<file path="config.mk">
export PLATFORM = sky130hd
export DESIGN_NAME = hdmi_video_timing
export DESIGN_NICKNAME = d
export VERILOG_FILES = /design/src/rtl/hdmi_timing_pkg.sv /design/src/rtl/hdmi_sync_delay.sv /design/src/rtl/hdmi_video_timing.sv
export SDC_FILE = /design/constraint.sdc
export NUM_CORES = 1
export LEC_CHECK = 0
export ABC_AREA = 1
export BUFFER_PORTS_ARGS = -buffer_cell sky130_fd_sc_hd__buf_4
export CORE_UTILIZATION = 45
export CTS_CLUSTER_SIZE = 40
export DETAILED_ROUTE_END_ITERATION = 6
export PLACE_DENSITY_LB_ADDON = 0.12
export SYNTH_ARGS = -nofsm -noshare
export SYNTH_HDL_FRONTEND = slang
export SYNTH_SLANG_ARGS = --single-unit
</file>
<file path="constraint.sdc">
create_clock -name clk -period 3.4 [get_ports clk]
set_input_delay 0.17 -clock clk [delete_from_list [all_inputs] [get_ports clk]]
set_output_delay 0.17 -clock clk [all_outputs]
set_load 0.02 [all_outputs]
</file>
<file path="src/rtl/hdmi_timing_pkg.sv">
// Raster timing presets and shared types for the HDMI timing path.
// Latency: none (types and constants only). Backpressure: not applicable.
package hdmi_timing_pkg;

  localparam int COORD_W = 12;

  typedef struct packed {
    logic [COORD_W-1:0] h_active;
    logic [COORD_W-1:0] h_fp;
    logic [COORD_W-1:0] h_sync;
    logic [COORD_W-1:0] h_bp;
    logic [COORD_W-1:0] v_active;
    logic [COORD_W-1:0] v_fp;
    logic [COORD_W-1:0] v_sync;
    logic [COORD_W-1:0] v_bp;
  } timing_t;

  localparam timing_t TIMING_640X480_60 = '{
    h_active: 12'd640, h_fp: 12'd16, h_sync: 12'd96,  h_bp: 12'd48,
    v_active: 12'd480, v_fp: 12'd10, v_sync: 12'd2,   v_bp: 12'd33
  };

  localparam timing_t TIMING_1280X720_60 = '{
    h_active: 12'd1280, h_fp: 12'd110, h_sync: 12'd40, h_bp: 12'd220,
    v_active: 12'd720,  v_fp: 12'd5,   v_sync: 12'd5,  v_bp: 12'd20
  };

  // Bundle delayed through the colour-stage alignment line; hsync is the MSB.
  typedef struct packed {
    logic hsync;
    logic vsync;
    logic de;
  } sync_t;

  function automatic int h_total(input timing_t t);
    return int'(t.h_active) + int'(t.h_fp) + int'(t.h_sync) + int'(t.h_bp);
  endfunction

  function automatic int v_total(input timing_t t);
    return int'(t.v_active) + int'(t.v_fp) + int'(t.v_sync) + int'(t.v_bp);
  endfunction

endpackage

</file>
<file path="src/rtl/hdmi_sync_delay.sv">
// Fixed-depth shift register aligning sync/enable bits with the colour-stage output.
// Latency: DEPTH cycles (DEPTH=0 is a wire). Backpressure: none, shifts every cycle.
module hdmi_sync_delay #(
  parameter int               WIDTH   = 3,
  parameter int               DEPTH   = 1,
  parameter logic [WIDTH-1:0] RST_VAL = '0
) (
  input  logic             clk,
  input  logic             rst_n,
  input  logic [WIDTH-1:0] din,
  output logic [WIDTH-1:0] dout
);

  if (DEPTH == 0) begin : g_bypass
    logic unused_clk_rst;
    assign unused_clk_rst = clk ^ rst_n;
    assign dout = din;
  end else begin : g_shift
    logic [DEPTH-1:0][WIDTH-1:0] stage_q;
    logic [DEPTH-1:0][WIDTH-1:0] stage_d;

    always_comb begin
      stage_d    = stage_q;
      stage_d[0] = din;
      for (int i = 1; i < DEPTH; i++) begin
        stage_d[i] = stage_q[i-1];
      end
    end

    always_ff @(posedge clk or negedge rst_n) begin
      if (!rst_n) begin
        for (int i = 0; i < DEPTH; i++) begin
          stage_q[i] <= RST_VAL;
        end
      end else begin
        stage_q <= stage_d;
      end
    end

    assign dout = stage_q[DEPTH-1];
  end

endmodule

</file>
<file path="src/rtl/hdmi_video_timing.sv">
// Raster timing generator: pixel coordinates, frame pulse/counter, frame-stable channel, delayed syncs.
// Latency: coordinates 1 cycle after the counters; *_d a further DELAY cycles. Backpressure: none.
module hdmi_video_timing
  import hdmi_timing_pkg::*;
#(
  parameter int   H_ACTIVE = int'(TIMING_640X480_60.h_active),
  parameter int   H_FP     = int'(TIMING_640X480_60.h_fp),
  parameter int   H_SYNC   = int'(TIMING_640X480_60.h_sync),
  parameter int   H_BP     = int'(TIMING_640X480_60.h_bp),
  parameter int   V_ACTIVE = int'(TIMING_640X480_60.v_active),
  parameter int   V_FP     = int'(TIMING_640X480_60.v_fp),
  parameter int   V_SYNC   = int'(TIMING_640X480_60.v_sync),
  parameter int   V_BP     = int'(TIMING_640X480_60.v_bp),
  parameter logic HS_POL   = 1'b0,
  parameter logic VS_POL   = 1'b0,
  parameter int   DELAY    = 1
) (
  input  logic               clk,
  input  logic               rst_n,
  input  logic [1:0]         channel_sel_in,
  output logic [COORD_W-1:0] px_x,
  output logic [COORD_W-1:0] px_y,
  output logic               data_en,
  output logic [1:0]         channel_select,
  output logic               frame_start,
  output logic [7:0]         frame_cnt,
  output logic               hsync_d,
  output logic               vsync_d,
  output logic               de_d
);

  localparam logic [COORD_W-1:0] H_LAST   = COORD_W'(H_ACTIVE + H_FP + H_SYNC + H_BP - 1);
  localparam logic [COORD_W-1:0] V_LAST   = COORD_W'(V_ACTIVE + V_FP + V_SYNC + V_BP - 1);
  localparam logic [COORD_W-1:0] H_ACT    = COORD_W'(H_ACTIVE);
  localparam logic [COORD_W-1:0] V_ACT    = COORD_W'(V_ACTIVE);
  localparam logic [COORD_W-1:0] HS_START = COORD_W'(H_ACTIVE + H_FP);
  localparam logic [COORD_W-1:0] HS_END   = COORD_W'(H_ACTIVE + H_FP + H_SYNC);
  localparam logic [COORD_W-1:0] VS_START = COORD_W'(V_ACTIVE + V_FP);
  localparam logic [COORD_W-1:0] VS_END   = COORD_W'(V_ACTIVE + V_FP + V_SYNC);
  localparam sync_t SYNC_IDLE = '{hsync: ~HS_POL, vsync: ~VS_POL, de: 1'b0};

  logic [COORD_W-1:0] h_cnt_q, h_cnt_d;
  logic [COORD_W-1:0] v_cnt_q, v_cnt_d;
  logic [COORD_W-1:0] px_x_q, px_x_d;
  logic [COORD_W-1:0] px_y_q, px_y_d;
  sync_t              sync_q, sync_d;
  logic               frame_start_q, frame_start_d;
  logic [7:0]         frame_cnt_q, frame_cnt_d;
  logic [1:0]         channel_q, channel_d;
  logic               started_q, started_d;
  logic               at_origin;
  sync_t              sync_dly;

  always_comb begin
    h_cnt_d = h_cnt_q + 1'b1;
    v_cnt_d = v_cnt_q;
    if (h_cnt_q == H_LAST) begin
      h_cnt_d = '0;
      v_cnt_d = (v_cnt_q == V_LAST) ? '0 : v_cnt_q + 1'b1;
    end

    at_origin = (h_cnt_q == '0) && (v_cnt_q == '0);

    px_x_d       = h_cnt_q;
    px_y_d       = v_cnt_q;
    sync_d.de    = (h_cnt_q < H_ACT) && (v_cnt_q < V_ACT);
    sync_d.hsync = ((h_cnt_q >= HS_START) && (h_cnt_q < HS_END)) ? HS_POL : ~HS_POL;
    // Decoded from v alone, so vsync moves together with px_y on the h=0 edge.
    sync_d.vsync = ((v_cnt_q >= VS_START) && (v_cnt_q < VS_END)) ? VS_POL : ~VS_POL;
    frame_start_d = at_origin;

    // The channel is sampled only at the top of a frame so one screen never mixes two sources.
    channel_d   = at_origin ? channel_sel_in : channel_q;
    started_d   = started_q | at_origin;
    frame_cnt_d = (at_origin && started_q) ? frame_cnt_q + 1'b1 : frame_cnt_q;
  end

  always_ff @(posedge clk or negedge rst_n) begin
    if (!rst_n) begin
      h_cnt_q       <= '0;
      v_cnt_q       <= '0;
      px_x_q        <= '0;
      px_y_q        <= '0;
      sync_q        <= SYNC_IDLE;
      frame_start_q <= 1'b0;
      frame_cnt_q   <= '0;
      channel_q     <= '0;
      started_q     <= 1'b0;
    end else begin
      h_cnt_q       <= h_cnt_d;
      v_cnt_q       <= v_cnt_d;
      px_x_q        <= px_x_d;
      px_y_q        <= px_y_d;
      sync_q        <= sync_d;
      frame_start_q <= frame_start_d;
      frame_cnt_q   <= frame_cnt_d;
      channel_q     <= channel_d;
      started_q     <= started_d;
    end
  end

  hdmi_sync_delay #(
    .WIDTH   ($bits(sync_t)),
    .DEPTH   (DELAY),
    .RST_VAL (SYNC_IDLE)
  ) u_sync_delay (
    .clk   (clk),
    .rst_n (rst_n),
    .din   (sync_q),
    .dout  (sync_dly)
  );

  assign px_x           = px_x_q;
  assign px_y           = px_y_q;
  assign data_en        = sync_q.de;
  assign channel_select = channel_q;
  assign frame_start    = frame_start_q;
  assign frame_cnt      = frame_cnt_q;
  assign hsync_d        = sync_dly.hsync;
  assign vsync_d        = sync_dly.vsync;
  assign de_d           = sync_dly.de;

endmodule

</file>
==> impl_metrics.yaml <==
synth:
  synth_edf_count: 0
  synth_cell_types: 25
  synth_ff_type: "dfrtp_1"
  syn_inst: 335
  syn_area_um2: 2960
  synth.largest_area_cell: "dfrtp_1"
  synthArstFlopShare: 1.00
  synth_top_cell_area_share: 0.525
  ys_top_cells_by_area: "dfrtp_1 52%, nand2_1 11%, nand3_1 5.4%"
  synth_fp_nets: 344
  post-synth-top-count-cell: "nand2_1"
  synth_common_cells: "83 x nand2_1, 62 x dfrtp_1, 42 x inv_1, 36 x nor2_1, 32 x nand3_1"
  ys_seq_area_frac: 0.561
  ys_seq_elements: 66
  syn_avg_cell_area_um2: 8.82
  yosysWarnings: 0
cts:
  htreeDepth: 3
  clk_pin_slew_worst_paths_ps: 70
  cts_tree: "built"
  ctsLongestPathBuffers: 2
  clock_latency_ps: 340
  cts_num_sinks: 66
  cts_buffers: 9
  clock-root-buffer: "clkbuf_8"
sta:
  fmax_mhz: 547
  maxSlewHeadroom: 0.471
  worstMarginPinSlew_ps: 793
  finalCriticalPeriod_ps: 1830
  slew_violations: 0
  finalSetupTns_ps: 0
  setup_violations: 0
  rsz0062_at_grt: "no"
  finalHoldViolations: 0
  fin_crit_sh: 0.537
  skew_ps: 9.87
routing:
  viasPerCell: 4.86
  drtPass1Iterations: 4
  wl_mm: 5.46
  drc: 0
  ant_nets: 0
  via_count: 2267
  drtIter0Drc: 126
  wl_per_cell_um: 11.7
floorplan:
  core_um2: 6350
  rows: 29
  die_w_um: 83.0
  die_y_um: 83.0
  start_util: 0.465
  pin_count: 43
  die_area_um2: 6900
critical_path:
  setup.worst_path.class: "flip-flop to flip-flop"
  cp.arrival_ps: 2040
  cp-end-kind: "flip-flop"
  max_stage_delay_ps: 400
  path_common_cell: "nor2_4"
  critPathSlowestCell: "dfrtp_1"
  cp_max_fo: 21
  cp_top_family: "simple AND/OR/NAND/NOR gates"
  cp-start-kind: "flip-flop"
  worst-path-buf-inv: 1
  cp_data_required_time_ps: 3610
  cp_cell_sequence: "ha_1, nand2_2, nor2_4, nand3_2, nor2_4, inv_1, nand2_1, o21ai_1"
flow_run:
  drv_cap: 0
power_and_ir_drop:
  ir_drop_v: 0.000252
  leakage_nw: 1.87
  power_density_nw_per_um2: 414
grt:
  grt_remaining_overflow: 0
  grt_util_all_layers: 0.174
  grt_max_degree: 67
  grt_pass1_vias: 2218
  antenna_found_initial: 0
  grt_pass1_wl_mm: 9.64
cells_and_area:
  areaGrowthSynthToFinish_pct: 19.4
  diodes: 0
  stdcell_count: 466
  nFillCells: 569
  drive_gt1_frac: 0.185
  nNetsFinal: 393
placed_design:
  dp_cells: 449
  place_congestion: 0.851
  place_hpwl_mm: 3.75
  portBuffers: 42
status:
  status: "finished clean"
min_path:
  hold_path_class: "primary input to flip-flop"
[cell usage in the layout (no fill, tap or decap)]
cell	n
a21oi_1	2
buf_4	42
bufinv_16	1
clkbuf_1	3
clkbuf_8	11
clkinv_2	1
dfrtp_1	62
dfstp_2	4
dlygate4sd3_1	1
ha_1	5
inv_1	42
inv_2	4
nand2_1	83
nand2_2	1
nand3_1	32
nand3_2	1
nand3b_1	3
nand4_1	9
nor2_1	36
nor2_2	3
nor2_4	3
nor3_1	8
nor4_1	2
o21ai_0	10
o21ai_1	6
or2_2	1
xnor2_1	2
xor2_1	11
[worst paths after layout]
| path | startpoint | end | slack [ps] | depth (start not counted) |
|---|---|---|---|---|
| setup reg to reg | h_cnt_q[0] | px_y_d[5] | 1570 | 8 |
| hold / removal | channel_sel_in[0] | channel_select[0] | 20 | 3 |
| max in group asynchronous | rst_n | u_sync_delay.dout[0] | 2410 | 2 |
| hold reg to reg | sync_q[1] | u_sync_delay.dout[1] | 360 | 0 |
| min in group asynchronous | rst_n | px_y[6] | 450 | 2 |
| setup / recovery | h_cnt_q[0] | px_y_d[5] | 1570 | 8 |
[report_power, final]
part           leakage (nW)  switching [mW]  internal (mW)
clock network         0.101           0.273          0.379
logic                 0.903          0.0168        0.00493
registers             0.864        0.000719          0.787
total                  1.87           0.291           1.17
[state kept, by name, summed over array words and instances (netlist names)]
signal and flops:
u_sync_delay.dout 3, frame_start 1, sync_q 2, frame_cnt 8, h_cnt_q 12, px_y 12, px_y_d 12, data_en 1
px_x 12, channel_select 2, started_q 1
[tightest hold or removal path: cells and delay by family]
| family | cells | cell delay (ps) |
|---|---|---|
| simple gates | 2 | 80 |
| buf+inv | 1 | 80 |
[repair_timing]
action / in CTS / in global routing
endpoints found under the setup margin: 0 / 0
gates resized for setup: 0 / 0
hold buffers: 1 / 0
endpoints found under the hold margin: 62 / 0
buffers inserted: 0 / 0
[logic make-up (layout without fill, tap and decap cells)]
logic type	after synthesis	count (layout)	synth area share
DFF	66	66	0.561
adders and majority gates	5	5	0.0212
xor gates and xnor gates	13	13	0.0385
buffers and inverters	51	105	0.0741
AOI/OAI and AO/OA	18	18	0.0305
and+or+nand+nor	182	182	0.275
[area by class of cell]
class / count / area [µm²] / share of cell area
multi-input combinational: 218 / 1080 / 0.306
clock inverter: 2 / 35.0 / 0.00993
clock buffer: 14 / 163 / 0.0461
timing repair buffer: 43 / 325 / 0.0922
inverter: 46 / 173 / 0.0489
sequential: 66 / 1660 / 0.470
tap: 77 / 96.3 / 0.0273
[through the flow]
step | worst slack (ps) | hold WS, ps | area (µm²) | power (mW) | utilization
floorplan | 2070 | -126 | 2960 | 0.804 | -
global placement | 1680 | 309 | 3320 | 0.824 | 0.523
detailed placement | 1560 | 313 | 3320 | 0.824 | 0.523
CTS | 1570 | 15.6 | 3530 | 1.48 | 0.556
global route | 1370 | 22.1 | 3530 | 1.52 | 0.556
finish | 1570 | 24.9 | 3530 | 1.46 | 0.556
[routing by layer]
layer	vias to the layer above	global-route usage	share of wire
met5	-	0	0
met4	0	0.0752	0.016
met3	9	0.0487	0.039
met2	39	0.288	0.46
met1	1060	0.215	0.48
li1	1159	-	-
(Power assumes the default switching activity.)
